### src/rtl/decode_opc_queue.sv
// decode_opc_queue: opcode-map decode feeding a DEPTH-entry valid/ready record FIFO
module decode_opc_queue #(
    parameter int INSTR_W = 72,
    parameter int DEPTH   = 4,
    parameter int OPC_W   = 6,
    parameter int CNT_W   = 8
) (
    input  logic                   clk,
    input  logic                   rst,
    input  logic                   flush,
    input  logic                   in_valid,
    output logic                   in_ready,
    input  logic [INSTR_W-1:0]     in_instr,
    input  logic                   in_is_2byte,
    output logic                   out_valid,
    input  logic                   out_ready,
    output logic [OPC_W-1:0]       out_opc,
    output logic [3:0]             out_opnd_form,
    output logic [1:0]             out_opnd_count,
    output logic                   out_imm_1byte,
    output logic                   out_reg_1byte,
    output logic [5:0]             out_opnd_rw,
    output logic                   out_illegal,
    output logic [INSTR_W-1:0]     out_instr,
    output logic [$clog2(DEPTH):0] count,
    output logic [CNT_W-1:0]       illegal_cnt
);
    localparam int AW = $clog2(DEPTH);
    localparam logic [AW:0] FULL = (AW+1)'(DEPTH);
    localparam logic [3:0] F_NONE = 4'd0, F_RM_REG = 4'd1, F_REG_RM = 4'd2, F_ACC_IMM = 4'd3,
                           F_REG_OP = 4'd4, F_REL = 4'd5, F_REG_RM_IMM = 4'd6;
    localparam logic [OPC_W-1:0] C_INC = 9, C_DEC = 10, C_PUSH = 11, C_POP = 12, C_JCC8 = 13,
                                 C_MOV = 14, C_NOP = 15, C_RET = 16, C_CALL = 17, C_JMP = 18,
                                 C_JCC32 = 19, C_IMUL2 = 20, C_MOVZX = 21, C_CPUID = 22, C_IMUL3 = 23;
    typedef struct packed {
        logic [OPC_W-1:0]   opc;
        logic [3:0]         form;
        logic [1:0]         cnt;
        logic               imm1;
        logic               reg1;
        logic [5:0]         rw;
        logic               ill;
        logic [INSTR_W-1:0] instr;
    } rec_t;
    rec_t       dec, head;
    rec_t       mem [DEPTH];
    logic [AW-1:0] wp, rp;
    logic [7:0] op;
    logic       push, pop;
    assign op        = in_instr[7:0];
    assign in_ready  = count < FULL;
    assign out_valid = count != '0;
    assign push      = in_valid & in_ready & ~flush;
    assign pop       = out_valid & out_ready & ~flush;
    // opcode map: one-byte and 0x0F-escaped tables; anything unmatched stays all-zero and is illegal
    always_comb begin
        dec = '0;
        dec.instr = in_instr;
        if (!in_is_2byte) begin
            if (op[7:6] == 2'b00 && op[2:0] < 3'd6) begin
                dec.opc  = OPC_W'(op[5:3]) + OPC_W'(1);
                dec.form = op[2] ? F_ACC_IMM : op[1] ? F_REG_RM : F_RM_REG;
                dec.cnt  = 2'd2;
                dec.imm1 = op[2:0] == 3'd4;
                dec.reg1 = ~op[0];
                dec.rw   = op[5:3] == 3'd7 ? 6'b000101 : 6'b000111;
            end else if (op[7:4] == 4'h4) begin
                dec.opc  = op[3] ? C_DEC : C_INC;
                dec.form = F_REG_OP;
                dec.cnt  = 2'd1;
                dec.rw   = 6'b000011;
            end else if (op[7:4] == 4'h5) begin
                dec.opc  = op[3] ? C_POP : C_PUSH;
                dec.form = F_REG_OP;
                dec.cnt  = 2'd1;
                dec.rw   = op[3] ? 6'b000010 : 6'b000001;
            end else if (op == 8'h69 || op == 8'h6B) begin
                dec.opc  = C_IMUL3;
                dec.form = F_REG_RM_IMM;
                dec.cnt  = 2'd3;
                dec.imm1 = op[1];
                dec.rw   = 6'b010110;
            end else if (op[7:4] == 4'h7) begin
                dec.opc  = C_JCC8;
                dec.form = F_REL;
                dec.cnt  = 2'd1;
                dec.imm1 = 1'b1;
                dec.rw   = 6'b000001;
            end else if (op[7:2] == 6'b100010) begin
                dec.opc  = C_MOV;
                dec.form = op[1] ? F_REG_RM : F_RM_REG;
                dec.cnt  = 2'd2;
                dec.reg1 = ~op[0];
                dec.rw   = 6'b000110;
            end else if (op == 8'h90) begin
                dec.opc  = C_NOP;
                dec.form = F_NONE;
            end else if (op == 8'hC3) begin
                dec.opc  = C_RET;
            end else if (op == 8'hE8 || op == 8'hEB) begin
                dec.opc  = op[1] ? C_JMP : C_CALL;
                dec.form = F_REL;
                dec.cnt  = 2'd1;
                dec.imm1 = op[1];
                dec.rw   = 6'b000001;
            end
        end else begin
            if (op[7:4] == 4'h8) begin
                dec.opc  = C_JCC32;
                dec.form = F_REL;
                dec.cnt  = 2'd1;
                dec.rw   = 6'b000001;
            end else if (op == 8'hAF) begin
                dec.opc  = C_IMUL2;
                dec.form = F_REG_RM;
                dec.cnt  = 2'd2;
                dec.rw   = 6'b000111;
            end else if (op[7:1] == 7'b1011011) begin
                dec.opc  = C_MOVZX;
                dec.form = F_REG_RM;
                dec.cnt  = 2'd2;
                dec.rw   = 6'b000110;
            end else if (op == 8'hA2) begin
                dec.opc  = C_CPUID;
            end
        end
        dec.ill = dec.opc == '0;
    end
    // record storage: written at the tail on push, no reset needed since count gates visibility
    always_ff @(posedge clk) begin
        if (push) mem[wp] <= dec;
    end
    // pointers and occupancy; flush and rst both empty the queue
    always_ff @(posedge clk) begin
        if (rst || flush) begin
            wp    <= '0;
            rp    <= '0;
            count <= '0;
        end else begin
            wp    <= wp + AW'(push);
            rp    <= rp + AW'(pop);
            count <= count + (AW+1)'(push) - (AW+1)'(pop);
        end
    end
    // saturating illegal-push counter, cleared only by rst
    always_ff @(posedge clk) begin
        if (rst) illegal_cnt <= '0;
        else if (push && dec.ill && illegal_cnt != '1) illegal_cnt <= illegal_cnt + CNT_W'(1);
    end
    // head record, forced to zero while the queue is empty
    always_comb head = out_valid ? mem[rp] : '0;
    assign out_opc        = head.opc;
    assign out_opnd_form  = head.form;
    assign out_opnd_count = head.cnt;
    assign out_imm_1byte  = head.imm1;
    assign out_reg_1byte  = head.reg1;
    assign out_opnd_rw    = head.rw;
    assign out_illegal    = head.ill;
    assign out_instr      = head.instr;
endmodule

### config.mk
export PLATFORM = sky130hd
export DESIGN_NAME = decode_opc_queue
export DESIGN_NICKNAME = d
export VERILOG_FILES = /design/src/rtl/decode_opc_queue.sv
export SDC_FILE = /design/constraint.sdc
export NUM_CORES = 1
export LEC_CHECK = 0
export ABC_AREA = 1
export ABC_CLOCK_PERIOD_IN_PS = 19900
export CAP_MARGIN = 5
export CORE_UTILIZATION = 45
export CTS_CLUSTER_SIZE = 20
export DETAILED_ROUTE_END_ITERATION = 8
export PLACE_DENSITY = 0.66
export SYNTH_ARGS = -nofsm -noshare
export SYNTH_HDL_FRONTEND = slang
export SYNTH_SLANG_ARGS = --single-unit
### constraint.sdc
create_clock -name clk -period 19.9 [get_ports clk]
set_input_delay 2.985 -clock clk [delete_from_list [all_inputs] [get_ports clk]]
set_output_delay 2.985 -clock clk [all_outputs]
set_load 0.01 [all_outputs]
==> summary.md <==
| Metric | Value |
|---|---|
| Synth Warn # | 0 |
| Io pins | 184 |
| Final Setup Violations | 0 |
| GRT Overall Usage | 0.205 |
| M1 GR Usage | 0.281 |
| Width of the die | 184 µm |
| Comb pwr share | 0.060 |
| Crit-path cells | buf_4, buf_4, nor2_1, nor2_1, o21ai_0, a21oi_1, clkdlybuf4s50_1 |
| Placement Setup Slack | 13,650 ps |
| Setup bufs post-CTS | 0 |
| Post-synth EDFFs | 348 |
| Drt drc | 0 |
| Placed insts | 1,845 |
| Antenna violations before repair | 1 |
| GRT Max-Usage Layer | met2 |
| Number of global-route vias before repair | 9,719 |
| Worst path arrival time | 3830 ps |
| GPL Wtd Cong | 0.877 |
| Synth area leader | edfxtp_1 |
| Vias per inst | 5.25 |
| 1st-iter DRT viols | 683 |
| Critical path class | reg -> out |
| Resized cells post-CTS | 0 |
| Clock slew at reported path FFs | 60 ps |
| Clk pwr share | 0.417 |
| CTS Root Cell | clkbuf_16 |
| Max-Cap Viols | 0 |
| Largest net degree at the start of global routing | 127 |
| Hold_buf cts | 0 |
| Setup Skew | 12.5 ps |
| Final min period | 6820 ps |
| CTS H-tree lvls | 2 |
| Internal power | 1.29 mW |
| NetSw | 0.344 mW |
| Area of the mapped netlist | 14,900 µm² |
| Max_slew headroom | 0.202 |
| Power Total | 1.63 mW |
| Worst Max-Slew Pin Slew | 1200 ps |
| Status | finished clean |
| Syn_area_per_cell | 11.6 µm² |
| Pins Over Slew Limit | 0 |
| Grt total ovfl | 0 |
| Die height | 184 µm |
| Wire length per cell | 17.9 µm |
| CP required | 16,910 ps |
| Power Density | 89.2 nW/µm² |
| Cells after synthesis | 1,280 |
| M3 GR Usage | 0.0301 |
| Via count | 10,046 |
| Critical path's slowest cell | buf_4 |
| Clk_lat worst skew | 520 ps |
| Core outline area | 32,500 µm² |
| CTS Buf Count | 38 |
| Synth top area cells | edfxtp_1 70%, nor2_1 9.8%, o21ai_0 6.1% |
| P_leak | 6.32 nW |
| IO buf count | 179 |
| Top cell type's share of synthesized area | 0.703 |
| Num rows | 66 |
| Ys flop type | edfxtp_1 |
| Drt first pass iters | 5 |
| Flops & latches, synth | 363 |
| Detailed Place HPWL | 19,100 µm |
| Slowest Stage Delay on Critical Path | 940 ps |
| Synth async-reset ratio | 0 |
| Max Clk Rate | 147 MHz |
| Post-route ant nets | 0 |
| Most common cell in the synthesized netlist | nor2_1 |
| Critical Path Fanout Max | 98 |
| Seq pwr share | 0.523 |
| Fin cells | 1,915 |
| Worst vdd ir | 0.0512 mV |
| Worst min-delay path class | reg -> reg |
| Final #Nets | 1,530 |
| Tcrit/Tclk final | 0.343 |
| Worst setup SP type | flop |
| Yosys cell types | 34 |
| CTS Sinks | 363 |
| Met2 Resource Use GR | 0.340 |
| Detailed Route WL | 34,400 µm |
| Top post-synthesis cells by count | 387 x nor2_1, 348 x edfxtp_1, 180 x o21ai_0 |
| Fin. Hold Viols | 0 |
| First-pass GRT wire length | 53,200 µm |
| Final setup margin | 13,080 ps |
| CP endpoint kind | output port |
| Area growth from synthesis to layout | 22.9% |
| CTS tree | done |
| Share of layout cells above drive strength 1 | 0.0727 |
| Register area share after synthesis | 0.723 |
| Setup TNS | 0 ps |
| CTS max path bufs | 3 |
| Initial Util | 0.457 |
| RSZ-0062 raised after global routing | no |
| Final hold slack | 505 ps |
| Die area | 33,800 µm² |
| Sw Share | 0.211 |
## layout make-up
cell class	instances	area [µm²]
clock inverter	19	196
clock buffer	50	996
multi-input combinational	807	3710
antenna	1	2.50
timing repair buffer	194	1900
sequential	363	10800
fill	2785	14300
tap	442	553
inverter	39	150
## per-stage QoR
step,cell area [µm²],utilization
after floorplan,14900,-
after CTS,18300,0.561
after global routing,18300,0.561
after global placement,17100,0.525
final,18300,0.561
after detailed placement,17100,0.525
## worst max-delay path: cells and delay by family, from the launching register on
| family | cells | cell delay (ps) |
|---|---|---|
| buffers and inverters | 3 | 2210 |
| and+or+nand+nor | 2 | 220 |
| AOI/OAI and AO/OA | 2 | 440 |
| DFF | 1 | 350 |
## worst paths after layout
kind,start,to,cells past startpoint,slack [ps]
max,rp[0],out_opc[0],7,13080
max reg2reg,count[2],mem[0][43],5,17240
min,illegal_cnt[4],illegal_cnt[4],2,500
min reg2reg,illegal_cnt[4],illegal_cnt[4],2,500
## state kept, by name, indices dropped and copies added, names as in the netlist
name,cells
illegal_cnt,8
rp,2
wp,2
mem,348
count,3
## power groups by stage
stage                     registers (mW)  logic (mW)  clock network (mW)
final                              0.853      0.0983               0.679
after global routing               0.854       0.108               0.723
after CTS                          0.853      0.0992               0.692
after detailed placement           0.869      0.0986                   0
after global placement             0.869      0.0973                   0
after floorplan                    0.871      0.0431                   0
## metal layers
layer	wire [µm]	share of wire
met2	16700	0.49
met5	0	0
met1	15200	0.44
met3	1870	0.054
met4	618	0.018
## cells by family (layout without fill, tap and decap cells)
group / after synthesis / after routing / synth area share
compound gates: 292 / 292 / 0.0996
xor+xnor: 9 / 9 / 0.00530
fa+ha+maj: 9 / 9 / 0.00808
buf+inv: 113 / 302 / 0.0300
flops: 363 / 363 / 0.723
other cells: 1 / 5 / 0.000252
simple gates: 493 / 493 / 0.134
## cells in the final DEF, fill, tap and decap left out, drive strengths merged, types with 25 or more instances in the layout
| cell type | count |
|---|---|
| o21ai | 182 |
| nand3 | 25 |
| nand2 | 54 |
| edfxtp | 348 |
| a21oi | 104 |
| inv | 40 |
| clkdlybuf4s50 | 179 |
| clkbuf | 50 |
| nor2 | 393 |
(Power assumes the default switching activity.)
